<file path="src/rtl/ctrl_encode_def.sv">
// Shared encodings for the data-memory path: access type codes, access size
// decode and the load/store controller state encoding.
package ctrl_encode_def;

  localparam logic [2:0] dm_word              = 3'b000;
  localparam logic [2:0] dm_halfword          = 3'b001;
  localparam logic [2:0] dm_halfword_unsigned = 3'b010;
  localparam logic [2:0] dm_byte              = 3'b011;
  localparam logic [2:0] dm_byte_unsigned     = 3'b100;

  // Returns the access size in bytes; 0 marks an invalid type code.
  function automatic logic [2:0] dm_size(input logic [2:0] acc_type);
    case (acc_type)
      dm_word:                           dm_size = 3'd4;
      dm_halfword, dm_halfword_unsigned: dm_size = 3'd2;
      dm_byte, dm_byte_unsigned:         dm_size = 3'd1;
      default:                           dm_size = 3'd0;
    endcase
  endfunction

  typedef enum logic [1:0] {
    st_idle,
    st_acc0,
    st_acc1,
    st_resp
  } lsu_state_e;

endpackage

</file>
<file path="src/rtl/lsu_align.sv">
// Combinational lane steering: positions store data and byte enables across
// two memory words and extracts/extends load data from the fetched pair.
module lsu_align
  import ctrl_encode_def::*;
(
  input  logic [1:0]  off,
  input  logic [2:0]  acc_type,
  input  logic [31:0] wdata,
  input  logic [31:0] lo,
  input  logic [31:0] hi,
  output logic [31:0] wdata_lo,
  output logic [31:0] wdata_hi,
  output logic [7:0]  be,
  output logic [31:0] rdata
);

  logic [7:0]  mask;
  logic [31:0] rword;

  always_comb begin
    {wdata_hi, wdata_lo} = {32'b0, wdata} << {off, 3'b000};

    case (dm_size(acc_type))
      3'd1:    mask = 8'h01;
      3'd2:    mask = 8'h03;
      3'd4:    mask = 8'h0f;
      default: mask = 8'h00;
    endcase
    be = mask << off;

    rword = 32'({hi, lo} >> {off, 3'b000});
    case (acc_type)
      dm_word:              rdata = rword;
      dm_halfword:          rdata = {{16{rword[15]}}, rword[15:0]};
      dm_halfword_unsigned: rdata = {16'b0, rword[15:0]};
      dm_byte:              rdata = {{24{rword[7]}}, rword[7:0]};
      dm_byte_unsigned:     rdata = {24'b0, rword[7:0]};
      default:              rdata = 32'b0;
    endcase
  end

endmodule

</file>
<file path="src/rtl/lsu_ctrl.sv">
// Load/store controller: splits byte/halfword/word requests into one or two
// word-wide memory transactions and stalls the pipeline until completion.
module lsu_ctrl
  import ctrl_encode_def::*;
#(
  parameter int AW = 32
) (
  input  logic          clk,
  input  logic          rst,
  input  logic          req_valid,
  output logic          req_ready,
  input  logic          req_we,
  input  logic [2:0]    req_type,
  input  logic [AW-1:0] req_addr,
  input  logic [31:0]   req_wdata,
  output logic          rsp_valid,
  output logic [31:0]   rsp_rdata,
  output logic          rsp_err,
  output logic          stall,
  output logic          mem_req,
  output logic          mem_we,
  output logic [AW-3:0] mem_addr,
  output logic [31:0]   mem_wdata,
  output logic [3:0]    mem_be,
  input  logic          mem_ack,
  input  logic [31:0]   mem_rdata
);

  lsu_state_e state, next;

  logic          we_q;
  logic [2:0]    type_q;
  logic [1:0]    off_q;
  logic [AW-3:0] waddr_q;
  logic [31:0]   wdata_q;
  logic          err_q;
  logic          split_q;
  logic [31:0]   lo_q;
  logic [31:0]   hi_q;

  logic [2:0]    req_size;
  logic [3:0]    span;
  logic          req_split;

  logic [31:0]   wdata_lo;
  logic [31:0]   wdata_hi;
  logic [7:0]    be_all;
  logic [31:0]   load_data;

  assign req_size  = dm_size(req_type);
  assign span      = {2'b00, req_addr[1:0]} + {1'b0, req_size};
  assign req_split = span > 4'd4;

  lsu_align u_align (
    .off      (off_q),
    .acc_type (type_q),
    .wdata    (wdata_q),
    .lo       (lo_q),
    .hi       (hi_q),
    .wdata_lo (wdata_lo),
    .wdata_hi (wdata_hi),
    .be       (be_all),
    .rdata    (load_data)
  );

  always_ff @(posedge clk or posedge rst) begin
    if (rst) state <= st_idle;
    else     state <= next;
  end

  always_ff @(posedge clk or posedge rst) begin
    if (rst) begin
      we_q    <= 1'b0;
      type_q  <= 3'b0;
      off_q   <= 2'b0;
      waddr_q <= '0;
      wdata_q <= 32'b0;
      err_q   <= 1'b0;
      split_q <= 1'b0;
      lo_q    <= 32'b0;
      hi_q    <= 32'b0;
    end else begin
      case (state)
        st_idle: if (req_valid) begin
          we_q    <= req_we;
          type_q  <= req_type;
          off_q   <= req_addr[1:0];
          waddr_q <= req_addr[AW-1:2];
          wdata_q <= req_wdata;
          err_q   <= (req_size == 3'd0);
          split_q <= req_split;
          lo_q    <= 32'b0;
          hi_q    <= 32'b0;
        end
        st_acc0: if (mem_ack) lo_q <= mem_rdata;
        st_acc1: if (mem_ack) hi_q <= mem_rdata;
        default: ;
      endcase
    end
  end

  // Memory and response outputs decode purely from state and captured
  // registers, so nothing on req_* reaches mem_* in the same cycle.
  always_comb begin
    next      = state;
    req_ready = 1'b0;
    rsp_valid = 1'b0;
    rsp_err   = 1'b0;
    rsp_rdata = 32'b0;
    mem_req   = 1'b0;
    mem_we    = 1'b0;
    mem_addr  = '0;
    mem_wdata = 32'b0;
    mem_be    = 4'b0;
    case (state)
      st_idle: begin
        req_ready = 1'b1;
        if (req_valid) next = (req_size == 3'd0) ? st_resp : st_acc0;
      end
      st_acc0: begin
        mem_req   = 1'b1;
        mem_we    = we_q;
        mem_addr  = waddr_q;
        mem_wdata = we_q ? wdata_lo : 32'b0;
        mem_be    = we_q ? be_all[3:0] : 4'b1111;
        if (mem_ack) next = split_q ? st_acc1 : st_resp;
      end
      st_acc1: begin
        mem_req   = 1'b1;
        mem_we    = we_q;
        mem_addr  = waddr_q + {{(AW-3){1'b0}}, 1'b1};
        mem_wdata = we_q ? wdata_hi : 32'b0;
        mem_be    = we_q ? be_all[7:4] : 4'b1111;
        if (mem_ack) next = st_resp;
      end
      st_resp: begin
        rsp_valid = 1'b1;
        rsp_err   = err_q;
        rsp_rdata = (err_q || we_q) ? 32'b0 : load_data;
        next      = st_idle;
      end
      default: next = st_idle;
    endcase
  end

  assign stall = !req_ready;

endmodule

</file>
<file path="config.mk">
export PLATFORM = sky130hd
export DESIGN_NAME = lsu_ctrl
export DESIGN_NICKNAME = d
export VERILOG_FILES = /design/src/rtl/ctrl_encode_def.sv /design/src/rtl/lsu_align.sv /design/src/rtl/lsu_ctrl.sv
export SDC_FILE = /design/constraint.sdc
export NUM_CORES = 1
export LEC_CHECK = 0
export BUFFER_PORTS_ARGS = -buffer_cell sky130_fd_sc_hd__buf_2
export CELL_PAD_IN_SITES_DETAIL_PLACEMENT = 1
export CELL_PAD_IN_SITES_GLOBAL_PLACEMENT = 1
export CORE_MARGIN = 4
export CORE_UTILIZATION = 44
export DETAILED_ROUTE_END_ITERATION = 16
export PLACE_DENSITY_LB_ADDON = 0.1
export SYNTH_ARGS = -nofsm -noshare
export SYNTH_HDL_FRONTEND = slang
export SYNTH_SLANG_ARGS = --single-unit
</file>
<file path="constraint.sdc">
create_clock -name clk -period 11.4 [get_ports clk]
set_clock_uncertainty 0.05 [all_clocks]
set_input_delay 0.57 -clock clk [delete_from_list [all_inputs] [get_ports clk]]
set_output_delay 0.57 -clock clk [all_outputs]
set_load 0.01 [all_outputs]
</file>
==> run metrics, run 1 <==
status completed; Initial Util 0.448; fmax around 260 MHz; H-tree levels 4; asr flop ratio synth 1.00; # rows 49; core area about 18000 um^2; grt ovf 0; port bufs slightly above 200; Die ar. around 21000 um^2; max-slew violation count 0; DRT antenna net count 0; hold slack between 0.3 and 0.4 ns; first-pass GRT wire length around 40 mm; Hold Path Stages 2; crit-path cells buf_4 > mux4_2 > nand4b_1 > o41a_2 > a21oi_1 > buf_2; DPL Wire Length around 17 mm; Netlist Area Pre-Place between 8000 and 9000 um^2; Yosys warnings 0; Sequential Area around 3200 um^2; initial antenna violation count 1; dpl cells ~1200; Final Hold Fails 0; unrepaired setup endpoints after global routing no; post-route setup slack roughly 7.5 ns; worst-path cell with the longest stage delay buf_4; final period utilization 0.339; Netlist cell types 57; number of synthesized register bits about 130; PwrDens 308 nW/um^2; # DRC 0; clk_lat worst skew around 0.43 ns; Setup crit end kind output pin; post-CTS sizing 0; R2R depth 8; Final Util 0.546; largest net degree at the start of global routing 86; Max FO, Critical Path between 50 and 60; gr usage total 0.247; First DRT Iteration DRCs 411; number of enable flip-flop cells after synthesis 0; Final Setup Violations 0; Clock Pin Slew Worst Setup and Hold Paths 0.06 ns; postcts setup bufs 0; delay-heaviest family, CP buffers and inverters; cell count after synthesis ~800; maximum vdd drop approximately 0.16 mV; hold-fix buffers at CTS 0; Vias/cell between 5 and 6; CTS max path bufs 2; Die H 144 um; layout cell share with drive strength beyond 1 0.374; Worst Tran Pin Value between 1 and 1.5 ns; CTS tree built; I/O pin cnt 208; Post-Syn Area per Cell around 10 um^2; vias in the first global route 7450; total power about 3.0 mW; WP buf/inv 2; Placement Setup Slack between 8 and 9 ns; Total Wirelength 25.2 mm; CTS root buf clkbuf_16; post-route cell area 9840 um^2; non-filler instance count after layout ~1200; TritonCTS Buffers 17; Clock Sinks 128; post-synth net total around 920; die width 144 um; Hold Path Class input port to flip-flop; # fillers 2082; max-cap viol count 0; Most used DFF post-synth dfrtp_1; relative slew slack 0.245; dpl cell area between 9000 and 10000 um^2; CP peak stage delay ~0.66 ns; layout net count 1093; RD Place Congestion about 0.8; Sum Neg Setup Slack 0 ns; multi-input logic area 4590 um^2; Detailed Routing Iterations Pass 1 5; CP Class flip-flop to output pin; Layout area overhead 21.7%; leakage 4.59 nW; min Tclk post-route between 3 and 4 ns; Seq/Total Area, Yosys 0.396; CP Data Required Time roughly 11 ns; CP Data Arrival Time about 3.3 ns; WL/cell a little over 20 um; total number of vias about 7000; startpoint types flip-flop; Crit path depth 6
[routing by layer]
layer  global-route usage  wire length [um]  part of all wire
met5                    0                12           0.00048
met2                0.402             12200              0.49
met3               0.0626              1660             0.066
met1                0.335             11000              0.44
met4               0.0585               295             0.012
[final cells by class]
| type | count | area share |
|---|---|---|
| Antenna cell | 1 | 0.000254 |
| Clock buffer | 18 | 0.0446 |
| Clock inverter | 14 | 0.0161 |
| Inverter | 13 | 0.00521 |
| Multi-Input combinational cell | 605 | 0.467 |
| Sequential cell | 128 | 0.326 |
| Tap cell | 229 | 0.0291 |
| Timing Repair Buffer | 216 | 0.112 |
[state kept, by name, indices dropped and copies added, names as in the netlist]
name	cells
lo_q	32
wdata_q	32
waddr_q	30
hi_q	24
type_q	3
off_q	2
state	2
err_q	1
split_q	1
we_q	1
[cells in the mapped netlist, types with 8 or more instances]
cell type	n	area (um^2)
dfrtp_1	128	3200
nand2_1	102	383
nor2_1	72	270
mux2_2	69	777
a21oi_1	62	310
clkbuf_1	45	169
mux4_2	37	833
nand3_1	37	185
o21ai_0	36	180
a22o_1	32	280
mux2i_1	30	300
buf_2	14	70.1
inv_1	13	48.8
nor2b_1	13	81.3
nand4_1	12	75.1
and3_1	10	62.6
a32o_1	8	80.1
o22a_1	8	70.1
[worst register-to-register path, delay by kind of cell, from the launching register on]
family	cells	cell delay, ns
flip-flops	1	0.43
buffers and inverters	2	0.57
AND/OR/NAND/NOR	4	1.22
AO/OA/AOI/OAI	1	0.11
adder cells (fa/ha/maj)	1	0.26
[worst paths after layout]
check | start | to | slack, ns
setup reg to reg | state[0]$_DFFE_PP0P_ | hi_q[12]$_DFFE_PP0P_ | 8.69
max in group asynchronous | rst | lo_q[21]$_DFFE_PP0P_ | 9.76
min in group asynchronous | rst | lo_q[27]$_DFFE_PP0P_ | 0.36
hold reg to reg | hi_q[20]$_DFFE_PP0P_ | hi_q[20]$_DFFE_PP0P_ | 0.43
setup / recovery | off_q[1]$_DFFE_PP0P_ | rsp_rdata[31] | 7.53
hold / removal | mem_rdata[24] | lo_q[24]$_DFFE_PP0P_ | 0.31
[placed cells by master (no fill, tap or decap), types with 12 or more instances in the layout]
master,count
inv_1,12
a21oi_1,62
clkbuf_16,17
a22o_1,32
nor2_1,72
nand2_1,101
nand3_1,37
mux2i_1,30
mux4_2,37
dfrtp_1,126
mux2_2,69
nand4_1,12
nor2b_1,12
o21ai_0,36
buf_2,207
[power breakdown]
| group | switching [mW] | total [mW] | internal, mW |
|---|---|---|---|
| clock network | 0.224 | 0.555 | 0.331 |
| logic | 0.821 | 1.51 | 0.689 |
| registers | 0.280 | 0.963 | 0.682 |
[kinds of logic after synthesis]
logic type | Yosys count | share of synthesized area
compound gates | 178 | 0.146
mux | 136 | 0.236
buf+inv | 77 | 0.0379
flops | 128 | 0.396
fa+ha+maj | 8 | 0.0133
xor+xnor | 4 | 0.00433
simple gates | 279 | 0.165
(Power assumes the default switching activity.)
==> run 2: changes to the inputs <==
--- a/config.mk
+++ b/config.mk
@@ -9,7 +9,7 @@
 export CELL_PAD_IN_SITES_DETAIL_PLACEMENT = 1
 export CELL_PAD_IN_SITES_GLOBAL_PLACEMENT = 1
 export CORE_MARGIN = 4
-export CORE_UTILIZATION = 44
+export CORE_UTILIZATION = 41
 export DETAILED_ROUTE_END_ITERATION = 16
 export PLACE_DENSITY_LB_ADDON = 0.1
 export SYNTH_ARGS = -nofsm -noshare
==> constraint.sdc (replaced) <==
create_clock -name clk -period 3.6 [get_ports clk]
set_clock_uncertainty 0.05 [all_clocks]
set_input_delay 0.18 -clock clk [delete_from_list [all_inputs] [get_ports clk]]
set_output_delay 0.18 -clock clk [all_outputs]
set_load 0.01 [all_outputs]
==> run metrics, run 2 (synthesis results as in run 1) <==
status completed; layout net count approximately 1200; # fillers 2213; Clock Sinks between 100 and 150; Max FO, Critical Path between 40 and 50; CTS tree built; max-slew violation count 0; PwrDens 908 nW/um^2; leakage between 5 and 6 nW; Total Wirelength approximately 28 mm; Detailed Routing Iterations Pass 1 4; startpoint types flip-flop; Sum Neg Setup Slack 0 ns; I/O pin cnt 208; Die H between 100 and 150 um; Placement Setup Slack about 0.86 ns; most common cell after layout, fill and taps aside buf_2; grt ovf 0; layout cell share with drive strength beyond 1 0.346; Initial Util 0.417; total number of vias 7641; Hold Path Stages 2; relative slew slack 0.347; die width 148 um; first-pass GRT wire length between 40 and 50 mm; vias in the first global route 8227; DRT antenna net count 0; worst-path cell with the longest stage delay dfrtp_4; RD Place Congestion 0.808; # DRC 0; # rows about 50; Vias/cell 5.59; Clock Pin Slew Worst Setup and Hold Paths around 0.05 ns; maximum vdd drop 0.425 mV; Setup crit end kind output pin; min Tclk post-route around 3.2 ns; dpl cells between 1000 and 1500; non-filler instance count after layout around 1400; crit-path cells mux4_2 > nand4b_1 > o41a_2 > a21oi_1 > buf_2; max-cap viol count 0; fmax 313 MHz; First DRT Iteration DRCs ~280; Die ar. approximately 22000 um^2; R2R depth 8; CTS root buf clkbuf_16; commonest non-fill, non-tap cells in the layout 207 x buf_2, 126 x dfrtp_1, 101 x nand2_1; Final Setup Violations 0; core area 19400 um^2; postcts setup bufs 0; Final Hold Fails 0; H-tree levels 4; CP peak stage delay between 0.8 and 0.9 ns; top flop regs lo_q: 32 flops, wdata_q: 32 flops, waddr_q: 30 flops; Layout area overhead 35.9%; clk_lat worst skew around 0.4 ns; CP Data Arrival Time roughly 3.0 ns; CP Class flip-flop to output pin; initial antenna violation count 3; CTS max path bufs 2; port bufs around 210; final period utilization 0.887; Hold Path Class input port to flip-flop; largest net degree at the start of global routing 72; TritonCTS Buffers 17; gr usage total 0.254; CP Data Required Time around 3.4 ns; unrepaired setup endpoints after global routing no; Worst Tran Pin Value 0.980 ns; WL/cell ~20 um; DPL Wire Length between 15 and 20 mm; post-route setup slack 0.406 ns
-- run 2: final cells by class --
class	instances	area, um^2	share of cell area
Antenna cell	1	2.50	0.000228
Inverter	13	52.6	0.00478
Sequential cell	128	3210	0.292
Clock buffer	20	467	0.0425
Timing Repair Buffer	322	2150	0.196
Clock inverter	12	181	0.0165
Tap cell	265	332	0.0302
Multi-Input combinational cell	605	4590	0.418
-- run 2: path summary, 6_finish.rpt --
| path | end | slack (ns) | startpoint |
|---|---|---|---|
| max in group asynchronous | lo_q[7]$_DFFE_PP0P_ | 2.37 | rst |
| min | type_q[2]$_DFFE_PP0P_ | 0.04 | req_type[2] |
| max | rsp_rdata[24] | 0.41 | off_q[0]$_DFFE_PP0P_ |
| min reg2reg | hi_q[15]$_DFFE_PP0P_ | 0.43 | hi_q[15]$_DFFE_PP0P_ |
| min in group asynchronous | lo_q[18]$_DFFE_PP0P_ | 0.33 | rst |
| max reg2reg | hi_q[13]$_DFFE_PP0P_ | 1.18 | state[0]$_DFFE_PP0P_ |
-- run 2: repair_timing --
item / in CTS / in global routing
resized for setup: 0 / 0
endpoints found under the hold margin: 139 / 0
setup endpoints to repair: 0 / 0
hold buffers: 97 / 0
-- run 2: worst max-delay path, delay by kind of cell (launching register included) --
kind	cells	cell delay (ns)
DFF	1	0.85
muxes	1	0.61
AOI/OAI and AO/OA	2	0.56
and+or+nand+nor	1	0.38
buffers and inverters	1	0.16
-- run 2: layer usage --
metal  vias to the layer above  part of all wire  track usage
li1                       3536                 -            -
met1                      3847              0.42        0.322
met2                       220              0.51        0.443
met3                        34             0.052       0.0561
met4                         4             0.017       0.0642
met5                         -           0.00072            0
-- run 2: where the power goes --
group	switching, mW	leakage (nW)	total, mW	internal (mW)
Sequential	0.994	1.60	3.15	2.16
Combinational	2.62	3.17	4.93	2.31
Clock	0.678	0.305	1.90	1.22
-- run 2: per-stage QoR --
stage	power [mW]	util	instance area, um^2	hold slack (ns)
final	9.98	0.566	11000	0.0377
after global routing	10.7	0.566	11000	0.0406
after CTS	10.0	0.566	11000	0.0182
after detailed placement	7.96	0.483	9370	0.213
after global placement	7.83	0.483	9370	0.219
after floorplan	6.38	-	8090	0.263
==> run 3: changes to the inputs <==
--- a/config.mk
+++ b/config.mk
@@ -9,7 +9,7 @@
 export CELL_PAD_IN_SITES_DETAIL_PLACEMENT = 1
 export CELL_PAD_IN_SITES_GLOBAL_PLACEMENT = 1
 export CORE_MARGIN = 4
-export CORE_UTILIZATION = 41
+export CORE_UTILIZATION = 44
 export DETAILED_ROUTE_END_ITERATION = 16
 export PLACE_DENSITY_LB_ADDON = 0.1
 export SYNTH_ARGS = -nofsm -noshare
==> constraint.sdc (replaced) <==
create_clock -name clk -period 4 [get_ports clk]
set_clock_uncertainty 0.05 [all_clocks]
set_input_delay 0.2 -clock clk [delete_from_list [all_inputs] [get_ports clk]]
set_output_delay 0.2 -clock clk [all_outputs]
set_load 0.01 [all_outputs]
==> run metrics, run 3 (synthesis results as in run 1) <==
status completed; leakage about 5.0 nW; Reg2Reg Setup Slack between 1 and 1.5 ns; die width 144 um; Final Hold Fails 0; vias in the first global route a little over 8000; Worst Tran Pin Value 1.12 ns; # DRC 0; grt ovf 0; post-CTS sizing 0; I/O pin cnt 208; final period utilization 0.828; # rows between 40 and 50; layout net count 1193; busiest layer in global routing met2; first-pass GRT wire length between 40 and 50 mm; met1 Usage GRT 0.356; R2R depth 8; min Tclk post-route approximately 3.3 ns; max-cap viol count 0; Detailed Routing Iterations Pass 1 4; commonest non-fill, non-tap cells in the layout 207 x buf_2, 126 x dfrtp_1, 101 x nand2_1; post-route setup slack slightly below 0.7 ns; Setup crit end kind output pin; Vias/cell about 5.8; top flop regs lo_q: 32 flops, wdata_q: 32 flops, waddr_q: 30 flops; CTS max path bufs 2; Clock Pin Slew Worst Setup and Hold Paths approximately 0.06 ns; Layout area overhead 33.5%; unrepaired setup endpoints after global routing no; CP Class flip-flop to output pin; CP startpoint off_q[0]$_DFFE_PP0P_; port bufs between 200 and 250; Max FO, Critical Path 44; gr usage total 0.271; initial antenna violation count 0; TritonCTS Buffers 17; Initial Util 0.448; DRT antenna net count 0; RD Place Congestion approximately 0.8; largest net degree at the start of global routing 76; layout cell share with drive strength beyond 1 0.342; DPL Wire Length 17.5 mm; max-slew violation count 0; Die H between 100 and 150 um; total number of vias about 7700; Total Wirelength between 20 and 30 mm; hold slack between 0.015 and 0.02 ns; WL/cell around 21 um; CP Capture Point rsp_rdata[24]; grt met3 use 0.0579; met2 Usage GRT 0.460; Die ar. ~21000 um^2; Reg2Reg Launch Point state[0]$_DFFE_PP0P_; CTS root buf clkbuf_16; Placement Setup Slack between 1 and 1.5 ns; First DRT Iteration DRCs ~420; CTS tree built; min-delay src mem_rdata[15]; FF-to-FF End hi_q[6]$_DFFE_PP0P_; startpoint types flip-flop; clk_lat worst skew roughly 0.42 ns; Sum Neg Setup Slack 0 ns; CP Data Required Time about 3.8 ns; H-tree levels 4; maximum vdd drop 0.377 mV; most common cell after layout, fill and taps aside buf_2; Clock Sinks between 100 and 150; relative slew slack 0.256; Hold Path Class input port to flip-flop; core area roughly 18000 um^2; CP Data Arrival Time a little over 3 ns; PwrDens ~800 nW/um^2; fmax around 300 MHz; Final Setup Violations 0; # fillers between 2000 and 2500
-- run 3: cell types whose count changed in the layout (fill, tap and decap cells not counted), sizes merged --
cell         before  now
buf             225  220
bufinv            4    1
clkinv            3   10
clkinvlp          5    0
dlygate4sd3      97   96
-- run 3: stage by stage --
| step | instance area, um^2 | utilization | power [mW] | cells |
|---|---|---|---|---|
| 6_report | 10800 | 0.599 | 8.69 | 1323 |
| 5_1_grt | 10800 | 0.599 | 9.30 | 1322 |
| 4_1_cts | 10800 | 0.599 | 8.67 | 1322 |
| 3_5_place_dp | 9280 | 0.515 | 7.08 | 1195 |
| 3_3_place_gp | 9280 | 0.515 | 6.95 | 1195 |
| 2_1_floorplan | 8080 | - | 5.74 | 810 |
-- run 3: critical path, stage by stage, from the launching register on --
cell and delay, ns:
dfrtp_4 0.84, mux4_2 0.59, nand4b_1 0.43, o41a_2 0.48, a21oi_1 0.13, buf_2 0.16
-- run 3: what timing repair did --
action | in CTS | in global routing
buffers inserted | 0 | 0
hold buffers | 96 | 0
endpoints found under the hold margin | 162 | 0
-- run 3: area by class of cell --
cell class                 instances  area (um^2)  share of cell area
timing repair buffer             316         2110               0.195
clock inverter                    11         91.3             0.00846
antenna                            1         2.50            0.000232
tap                              229          287              0.0265
sequential                       128         3210               0.297
clock buffer                      20          457              0.0423
inverter                          13         51.3             0.00475
multi-input combinational        605         4590               0.425
-- run 3: layer usage --
metal	vias to the layer above	routed length (um)	share of wire
met1	3913	11800	0.43
met5	-	0	0
met3	26	1460	0.053
met4	0	372	0.014
li1	3523	-	-
met2	222	13900	0.50
-- run 3: worst min path at each step --
stage | endpoint | depth (start not counted)
final | lo_q[15]$_DFFE_PP0P_ | 2
after global routing | lo_q[15]$_DFFE_PP0P_ | 2
after CTS | lo_q[15]$_DFFE_PP0P_ | 2
after detailed placement | lo_q[27]$_DFFE_PP0P_ | 2
after global placement | lo_q[27]$_DFFE_PP0P_ | 2
after floorplan | lo_q[30]$_DFFE_PP0P_ | 1
-- run 3: power breakdown --
group	internal (mW)	total [mW]	switching, mW	leakage, nW
combinational	2.05	4.43	2.38	3.14
clock	0.878	1.47	0.594	0.279
sequential	1.95	2.78	0.840	1.60
total	4.88	8.69	3.81	5.02
